<file path="config.mk">
export PLATFORM = sky130hd
export DESIGN_NAME = mem_access_ctrl
export DESIGN_NICKNAME = d
export VERILOG_FILES = /design/src/rtl/mem_ctrl_pkg.sv /design/src/rtl/wait_counter.sv /design/src/rtl/mem_access_ctrl.sv
export SDC_FILE = /design/constraint.sdc
export NUM_CORES = 1
export LEC_CHECK = 0
export CAP_MARGIN = 30
export CORE_MARGIN = 2
export CORE_UTILIZATION = 47
export CTS_CLUSTER_SIZE = 30
export DETAILED_ROUTE_END_ITERATION = 10
export PLACE_DENSITY = 0.86
export SYNTH_ARGS = -nofsm -noshare
export SYNTH_HDL_FRONTEND = slang
export SYNTH_SLANG_ARGS = --single-unit
export TNS_END_PERCENT = 100
</file>
<file path="constraint.sdc">
create_clock -name clk -period 5.1 [get_ports clk]
set_clock_uncertainty 0.1 [all_clocks]
set_input_delay 1.02 -clock clk [delete_from_list [all_inputs] [get_ports clk]]
set_output_delay 1.02 -clock clk [all_outputs]
set_load 0.02 [all_outputs]
</file>
<file path="src/rtl/mem_ctrl_pkg.sv">
// -----------------------------------------------------------------------------
// mem_ctrl_pkg
// Shared types and constants for the MEM-stage SRAM access controller.
//   state_e  : access sequencer state (IDLE -> LOW -> HIGH -> DONE -> IDLE)
//   HALF_W   : width of one SRAM transfer (half of a CPU word)
//   HALF_LO  : half-word select bit appended to the word address, low half
//   HALF_HI  : half-word select bit appended to the word address, high half
// -----------------------------------------------------------------------------
package mem_ctrl_pkg;

    typedef enum logic [1:0] {
        IDLE = 2'd0,
        LOW  = 2'd1,
        HIGH = 2'd2,
        DONE = 2'd3
    } state_e;

    localparam int   HALF_W  = 16;
    localparam logic HALF_LO = 1'b0;
    localparam logic HALF_HI = 1'b1;

endpackage : mem_ctrl_pkg

</file>
<file path="src/rtl/wait_counter.sv">
// -----------------------------------------------------------------------------
// wait_counter
// Counts the cycles a single 16-bit SRAM access has been held and flags the
// last one.
//   clk    : clock, rising edge
//   rst    : synchronous active-high reset, clears the count
//   clear  : return the count to 0 on the next edge (has priority over enable)
//   enable : advance the count by one on the next edge
//   last   : high while enabled and the count is WAIT_CYCLES-1
// Parameter WAIT_CYCLES (>=1) is the number of cycles per access.
// -----------------------------------------------------------------------------
module wait_counter #(
    parameter int WAIT_CYCLES = 5
) (
    input  logic clk,
    input  logic rst,
    input  logic clear,
    input  logic enable,
    output logic last
);

    // A single-cycle access still needs a 1-bit counter to keep widths legal.
    localparam int            CW       = (WAIT_CYCLES > 1) ? $clog2(WAIT_CYCLES) : 1;
    localparam logic [CW-1:0] LAST_CNT = CW'(WAIT_CYCLES - 1);

    logic [CW-1:0] count_q;
    logic [CW-1:0] count_d;

    always_comb begin
        count_d = count_q;
        if (clear) begin
            count_d = '0;
        end else if (enable) begin
            count_d = count_q + CW'(1);
        end
    end

    always_ff @(posedge clk) begin
        if (rst) begin
            count_q <= '0;
        end else begin
            count_q <= count_d;
        end
    end

    assign last = enable && (count_q == LAST_CNT);

endmodule : wait_counter

</file>
<file path="src/rtl/mem_access_ctrl.sv">
// -----------------------------------------------------------------------------
// mem_access_ctrl
// Sequences MEM-stage loads/stores onto a 16-bit multi-cycle SRAM. Each 32-bit
// word is moved as two halves, low half first, each held WAIT_CYCLES cycles.
// The pipeline must hold its MEM-stage registers while ready=0.
//
// Ports:
//   clk, rst      : clock (rising edge), synchronous active-high reset
//   MEM_R_EN      : load request
//   MEM_W_EN      : store request (wins if asserted together with MEM_R_EN)
//   ALU_Res       : word-aligned byte address
//   Val_Rm        : store data
//   ready         : no access pending, or access finishing this cycle
//   rdata         : load result, held until the next load overwrites it
//   SRAM_ADDR     : SRAM half-word address
//   SRAM_DQ_out   : SRAM write data
//   SRAM_DQ_in    : SRAM read data
//   SRAM_WE_N     : SRAM write strobe, active low
//
// Build option MEM_CTRL_STATS_EN adds:
//   stall_cycles  : cycles with ready=0 since reset, saturating
//   access_count  : completed accesses since reset, wrapping
// -----------------------------------------------------------------------------
module mem_access_ctrl
    import mem_ctrl_pkg::*;
#(
    parameter int N           = 32,
    parameter int ADDR_W      = 18,
    parameter int WAIT_CYCLES = 5,
    parameter int BASE_ADDR   = 1024
) (
    input  logic              clk,
    input  logic              rst,
    input  logic              MEM_R_EN,
    input  logic              MEM_W_EN,
    input  logic [N-1:0]      ALU_Res,
    input  logic [N-1:0]      Val_Rm,
    output logic              ready,
    output logic [N-1:0]      rdata,
    output logic [ADDR_W-1:0] SRAM_ADDR,
    output logic [HALF_W-1:0] SRAM_DQ_out,
    input  logic [HALF_W-1:0] SRAM_DQ_in,
    output logic              SRAM_WE_N
`ifdef MEM_CTRL_STATS_EN
    ,
    output logic [31:0]       stall_cycles,
    output logic [15:0]       access_count
`endif
);

    state_e              state_q;
    state_e              state_d;
    logic [ADDR_W-2:0]   word_q;
    logic [ADDR_W-2:0]   word_d;
    logic [N-1:0]        wdata_q;
    logic                is_write_q;
    logic [N-1:0]        rdata_q;

    logic                req;
    logic [N-1:0]        offset;
    logic                unused_offset_bits;
    logic                cnt_clear;
    logic                cnt_en;
    logic                cnt_last;
    logic                capture_lo;
    logic                capture_hi;

    assign req = MEM_R_EN | MEM_W_EN;

    // Word index relative to the SRAM window; byte-lane bits and anything above
    // the SRAM word range are dropped, so out-of-window addresses simply wrap.
    assign offset             = ALU_Res - N'(BASE_ADDR);
    assign word_d             = offset[ADDR_W:2];
    assign unused_offset_bits = ^{offset[N-1:ADDR_W+1], offset[1:0]};

    wait_counter #(
        .WAIT_CYCLES(WAIT_CYCLES)
    ) u_wait_counter (
        .clk   (clk),
        .rst   (rst),
        .clear (cnt_clear),
        .enable(cnt_en),
        .last  (cnt_last)
    );

    // NOTE: every output of this block gets a default before the case so no
    // path leaves a signal unassigned, which would infer a latch.
    always_comb begin
        state_d     = state_q;
        ready       = 1'b0;
        SRAM_ADDR   = '0;
        SRAM_DQ_out = '0;
        SRAM_WE_N   = 1'b1;
        cnt_en      = 1'b0;
        cnt_clear   = 1'b1;

        unique case (state_q)
            IDLE: begin
                // Combinational so the pipeline freezes in the request cycle.
                ready = !req;
                if (req) begin
                    state_d = LOW;
                end
            end
            LOW: begin
                cnt_en    = 1'b1;
                cnt_clear = cnt_last;
                SRAM_ADDR = {word_q, HALF_LO};
                if (is_write_q) begin
                    SRAM_DQ_out = wdata_q[HALF_W-1:0];
                    SRAM_WE_N   = 1'b0;
                end
                if (cnt_last) begin
                    state_d = HIGH;
                end
            end
            HIGH: begin
                cnt_en    = 1'b1;
                cnt_clear = cnt_last;
                SRAM_ADDR = {word_q, HALF_HI};
                if (is_write_q) begin
                    SRAM_DQ_out = wdata_q[N-1:HALF_W];
                    SRAM_WE_N   = 1'b0;
                end
                if (cnt_last) begin
                    state_d = DONE;
                end
            end
            DONE: begin
                // The pipeline advances on this edge, so a still-asserted
                // request belongs to the finished instruction: never restart.
                ready   = 1'b1;
                state_d = IDLE;
            end
            default: begin
                state_d = IDLE;
            end
        endcase
    end

    // Read data is sampled on the last held cycle of each half.
    assign capture_lo = (state_q == LOW)  && cnt_last && !is_write_q;
    assign capture_hi = (state_q == HIGH) && cnt_last && !is_write_q;

    // NOTE: sequential state uses non-blocking assignments so every register
    // sees the pre-edge values of the others, independent of statement order.
    always_ff @(posedge clk) begin
        if (rst) begin
            state_q    <= IDLE;
            word_q     <= '0;
            wdata_q    <= '0;
            is_write_q <= 1'b0;
            rdata_q    <= '0;
        end else begin
            state_q <= state_d;
            if ((state_q == IDLE) && req) begin
                word_q     <= word_d;
                wdata_q    <= Val_Rm;
                // Read and write together is illegal; resolve it as a write.
                is_write_q <= MEM_W_EN;
            end
            if (capture_lo) begin
                rdata_q[HALF_W-1:0] <= SRAM_DQ_in;
            end
            if (capture_hi) begin
                rdata_q[N-1:HALF_W] <= SRAM_DQ_in;
            end
        end
    end

    assign rdata = rdata_q;

`ifdef MEM_CTRL_STATS_EN
    logic [31:0] stall_cycles_q;
    logic [15:0] access_count_q;

    always_ff @(posedge clk) begin
        if (rst) begin
            stall_cycles_q <= '0;
            access_count_q <= '0;
        end else begin
            if (!ready && (stall_cycles_q != '1)) begin
                stall_cycles_q <= stall_cycles_q + 32'd1;
            end
            if ((state_d == DONE) && (state_q != DONE)) begin
                access_count_q <= access_count_q + 16'd1;
            end
        end
    end

    assign stall_cycles = stall_cycles_q;
    assign access_count = access_count_q;
`endif

endmodule : mem_access_ctrl
</file>
After elaboration in Yosys (flattened, before gate mapping)
Index checks and enable logic that the tools add are counted.
- bitwise logic cells: 1
- equal/unequal tests: 7
- reduce and logical (&&, ||, !) cells: 12
- mux-type cells: 13
- $add $sub $neg: 2
- operator list (operator ; count):
    $pmux W18 S2 ; 1
    $mux W16 ; 2
    $pmux W16 S2 ; 1
    $sub A19 B11 Y19 const B ; 1
    $pmux W2 S4 ; 1
    $logic_and A1 B1 Y1 ; 6
    $mux W2 ; 3
    $ne A2 B2 Y1 const B ; 3
    $eq A2 B2 Y1 const B ; 2
    $mux W1 ; 4
    $reduce_or A2 Y1 ; 2
    $add A3 B1 Y3 const B ; 1
    $eq A3 B3 Y1 const B ; 1
    $reduce_and A3 Y1 ; 1
    $eq A2 B1 Y1 const B ; 1
    $logic_not A1 Y1 ; 2
    $logic_not A2 Y1 ; 1
    $pmux W1 S2 ; 1
    $or A1 B1 Y1 ; 1
- word-level logic and storage cells: 42
- register bits after elaboration: 87

Logic depth before layout (Yosys ltp)
- word-level depth: 6
- depth in mapped cells: 8
- gate-level depth less buffers: 5

By module
A second synthesis with hierarchy kept.
- cells, all modules: 463
- area, all modules: 3593.4 µm²
- by module, submodules not included (module ; area an instance (µm²) ; instances ; cells each ; sequential area each (µm²)):
    mem_access_ctrl ; 3438.3 ; 1 ; 447 ; 1681.6
    wait_counter ; 155.1 ; 1 ; 16 ; 60.1

Least setup slack after synthesis
No wires, ideal clock.
- kind: input -> output
- start: input port MEM_W_EN
- end: output port ready
- buffers on the path: 0
- path slack: 2.082 ns
- arrival: 1.898 ns
- cell stages on the path: 2
- cell sequence: or3b_2 a21oi_1
- word-level cells in the longest chain between the ends: 3
- RTL lines (element ; RTL line ; RTL):
    start, declared ; mem_access_ctrl.sv:35 ; input logic MEM_W_EN,
    $or A1 B1 Y1 ; mem_access_ctrl.sv:68 ; assign req = MEM_R_EN | MEM_W_EN;
    $logic_not A1 Y1 ; mem_access_ctrl.sv:100 ; ready = !req;
    $pmux W1 S2 ; mem_access_ctrl.sv:97 ; unique case (state_q)
    end, declared ; mem_access_ctrl.sv:38 ; output logic ready,
No other way between the ends.

Worst setup path after layout
- start: register state_q[0]
- end: output port SRAM_ADDR[16]
- word-level cells in the longest chain between the ends: 2
- elaborated cells on any way between the ends: 3
- RTL lines (element ; RTL line ; RTL):
    start, declared ; mem_access_ctrl.sv:51 ; state_e state_q;
    start signal, assigned ; mem_access_ctrl.sv:155 ; state_q <= state_d;
    $eq A2 B2 Y1 / $eq A2 B1 Y1 (equally long branches) ; mem_access_ctrl.sv:97 ;
    $pmux W18 S2 * ; mem_access_ctrl.sv:97 ;
    end, declared ; mem_access_ctrl.sv:40 ; output logic [ADDR_W-1:0] SRAM_ADDR,
Every way passes the cells marked *; elsewhere a longest branch is shown, timed or not.

==> metrics list <==
* Outcome: complete, no violations
- Dominant register cell in the synthesized netlist: dfxtp_1
- For this run, asynchronously set or reset flops after synthesis account for 0%.
- Once placement completed, the tool counted placed cells totaling 658.
* CP Launch Type: flip-flop
- The clock passes through at most 2 buffers.
* Relative slew slack: 40.5%
- CP Class: flip-flop to primary output
- The synthesized design contains 0 enable-type register cells.
- From left edge to right edge, the die measures 93.9 microns.
* Clock period minus final worst setup slack: 4.02 ns
* Setup repair bufs after CTS: 0
- For this design the static power due to leakage is 2.07 nW.
- The count of cells in the finished layout, fillers not included, comes to 675.
- Number of H-tree branching levels: 3
- Capturing element type of the critical path: primary output
- Setup tns final: 0 ns
* Number of clock buffers inserted by TritonCTS: 9
* RSZ-0062 raised after global routing: no
* Area share of the leading cell type in the synthesized netlist: 45.8%
- Counting distinct cell types in the post-synthesis netlist gives 36.
- Pwr/cell area: 384 nW/um^2
* Sequential area share after synthesis: 45.8%
- For this run, the detailed router's first-pass iteration total came to 4.
- GRT Total Usage: 22.3%
- Leading post-synthesis cells by instance count: dfxtp_1, nand2_1, nand2b_1
- Final ANT Viol Nets: 0
- The post-route netlist has 5.06% of its cells at a drive strength greater than 1.
- Worst min-delay path category: flip-flop to flip-flop
- The die is 93.9 microns tall.
- Average wire per cell in the routed design: 14.3 microns
* Number of antenna cells inserted: 0
- CTS tree: built
* Number of buffer cells added on primary ports: 136
- Growth of design area from synthesis to finish: 44.4%
- Average footprint of a synthesized cell: 8.54 sq um
- Based on the critical path, the design can be clocked at up to 0.249 GHz.
- Leading cell types by total area after synthesis: dfxtp_1, mux2i_1, nand2_1
- The congestion estimate from routability-driven global placement came to 0.767.
- Post-synthesis sequential element count: 87
* Final hold viol count: 0
* HPWL Detailed: 6780 microns
* Count of endpoints failing setup in the final report: 0
- Summed over all layers, the routed wires come to 9670 microns.
- For this run the aggregate overflow at the end of global routing stands at 0.
* Full die area: 8820 sq um
- Along the worst path, the maximum fanout reaches 20.
* Root buffer cell: clkbuf_8
- Slew at the pin closest to its max-slew limit: 0.891 ns
* Total number of placement rows: 32
- The number of global-route vias before repair came to 3447.
* Required time of the worst setup path: 3.98 ns
- Mean number of vias per cell: 5.17
- Net count after synthesis: 537
- DRC errors left: 0
* Clock-pin slew reported for the worst setup and hold paths after clock tree synthesis: 0.09 ns
- Worst endpoint data arrival time: 2.90 ns
- The number of hold buffers added after CTS was 0.
- Number of top-level design ports: 152
- Pins Over Slew Limit: 0
- Global-route wire length before repair: 15700 microns
* Total core area: 7770 sq um
- Total of max-cap violations: 0
- Worst voltage drop across the vdd grid: 0.213 mV
* Yosys warning count: 0
* Post-synth design cell area: 3800 sq um
* Number of nets in the layout: 660
- dfxtp_1 takes more of the synthesized area than any other cell.
* Filler Cells Inserted: 606
- Library cell with the highest instance count after synthesis: dfxtp_1
- Once the clock tree was built, the resizer swapped 0 gates to a different size.
- Insertion delay to the later sink of the worst-skew pair: 0.34 ns
* Number of antenna violations at the first check in global routing: 0
- Final cycle utilization of the critical path: 78.8%
- For this configuration, the core starts out at a cell density of 48.9%.
- Vias post-DR: 3488
* Post-Synthesis Cells: 445
* Number of sinks handled by clock tree synthesis: 87
- DRT iter0 DRCs: 127
- Entering global routing, the biggest net connects 67 pins.
[report_power, final]
group	switching [mW]	total (mW)	internal, mW	leakage, nW
clock	0.242	0.496	0.254	0.0988
sequential	0.0627	0.862	0.799	0.711
combinational	0.448	0.751	0.303	1.26
total	0.753	2.11	1.36	2.07
[stage by stage]
| stage | setup WS [ns] | cell area, sq um | power (mW) | hold slack (ns) | utilization (%) |
|---|---|---|---|---|---|
| 2_1_floorplan | 2.08 | 3800 | 1.34 | 0.326 | - |
| 3_3_place_gp | 1.16 | 5200 | 1.56 | 0.337 | 67.0 |
| 3_5_place_dp | 1.13 | 5260 | 1.61 | 0.346 | 67.7 |
| 4_1_cts | 1.03 | 5470 | 2.10 | 0.359 | 70.4 |
| 5_1_grt | 0.852 | 5490 | 2.24 | 0.375 | 70.6 |
| 6_report | 1.08 | 5490 | 2.11 | 0.356 | 70.6 |
[state kept, by name, summed over array words and instances (netlist names)]
name                    count
u_wait_counter.count_q      3
word_q                     17
state_q                     2
rdata                      32
is_write_q                  1
wdata_q                    32
[kinds of logic (layout without fill, tap and decap cells)]
logic type,after synthesis,after routing,share of synthesized area [%]
AO/OA/AOI/OAI,78,78,12.5
multiplexers,33,33,8.70
AND/OR/NAND/NOR,198,198,25.8
adder cells (fa/ha/maj),8,8,2.64
buffers and inverters,39,167,4.05
flip-flops,87,87,45.8
XOR/XNOR,2,2,0.461
[layout by cell type (no fill, tap or decap), types with 3 or more instances in the layout]
master           netlist  layout
clkdlybuf4s50_1        0     135
dfxtp_1               87      87
nand2_1               84      84
nand2b_1              49      49
a21oi_1               43      43
mux2i_1               33      33
nor2_1                27      27
and2_1                17      17
a22oi_1               16      16
clkbuf_8               0      11
a211oi_1               9       9
ha_1                   8       8
inv_1                  7       7
nor3b_1                5       4
buf_4                  1       4
nor4_1                 3       3
buf_12                 0       3
[worst max-delay path, cell delays in order (launching register included)]
cell             delay (ns)
dfxtp_1                0.34
inv_1                  0.13
ha_1                   0.16
buf_4                  0.25
nor2_1                 0.11
nor2b_1                0.70
and2_1                 0.25
clkdlybuf4s50_1        0.61
[routing by layer]
metal | up-vias | part of all wire [%] | track usage (%)
met2 | 118 | 48 | 37.1
met1 | 1618 | 44 | 28.3
li1 | 1734 | - | -
met3 | 18 | 5.4 | 3.85
met5 | - | 0 | 0
met4 | 0 | 2.3 | 10.0
[final cells by class]
cell class                 count  area [sq um]  area share (%)
multi-input combinational    319          1920            35.0
inverter                       7          26.3           0.479
timing repair buffer         144          1460            26.6
clock inverter                 4          53.8           0.981
sequential                    87          1740            31.7
clock buffer                  12           155            2.83
tap                          102           128            2.33
[final timing paths]
| path | from | to | slack [ns] | depth (start not counted) |
|---|---|---|---|---|
| setup / recovery | state_q[0] | SRAM_ADDR[16] | 1.08 | 7 |
| hold reg to reg | wdata_q[9] | wdata_q[9] | 0.36 | 2 |
| hold / removal | wdata_q[9] | wdata_q[9] | 0.36 | 2 |
| setup reg to reg | state_q[0] | rdata[1] | 3.10 | 6 |
(Power assumes the default switching activity.)
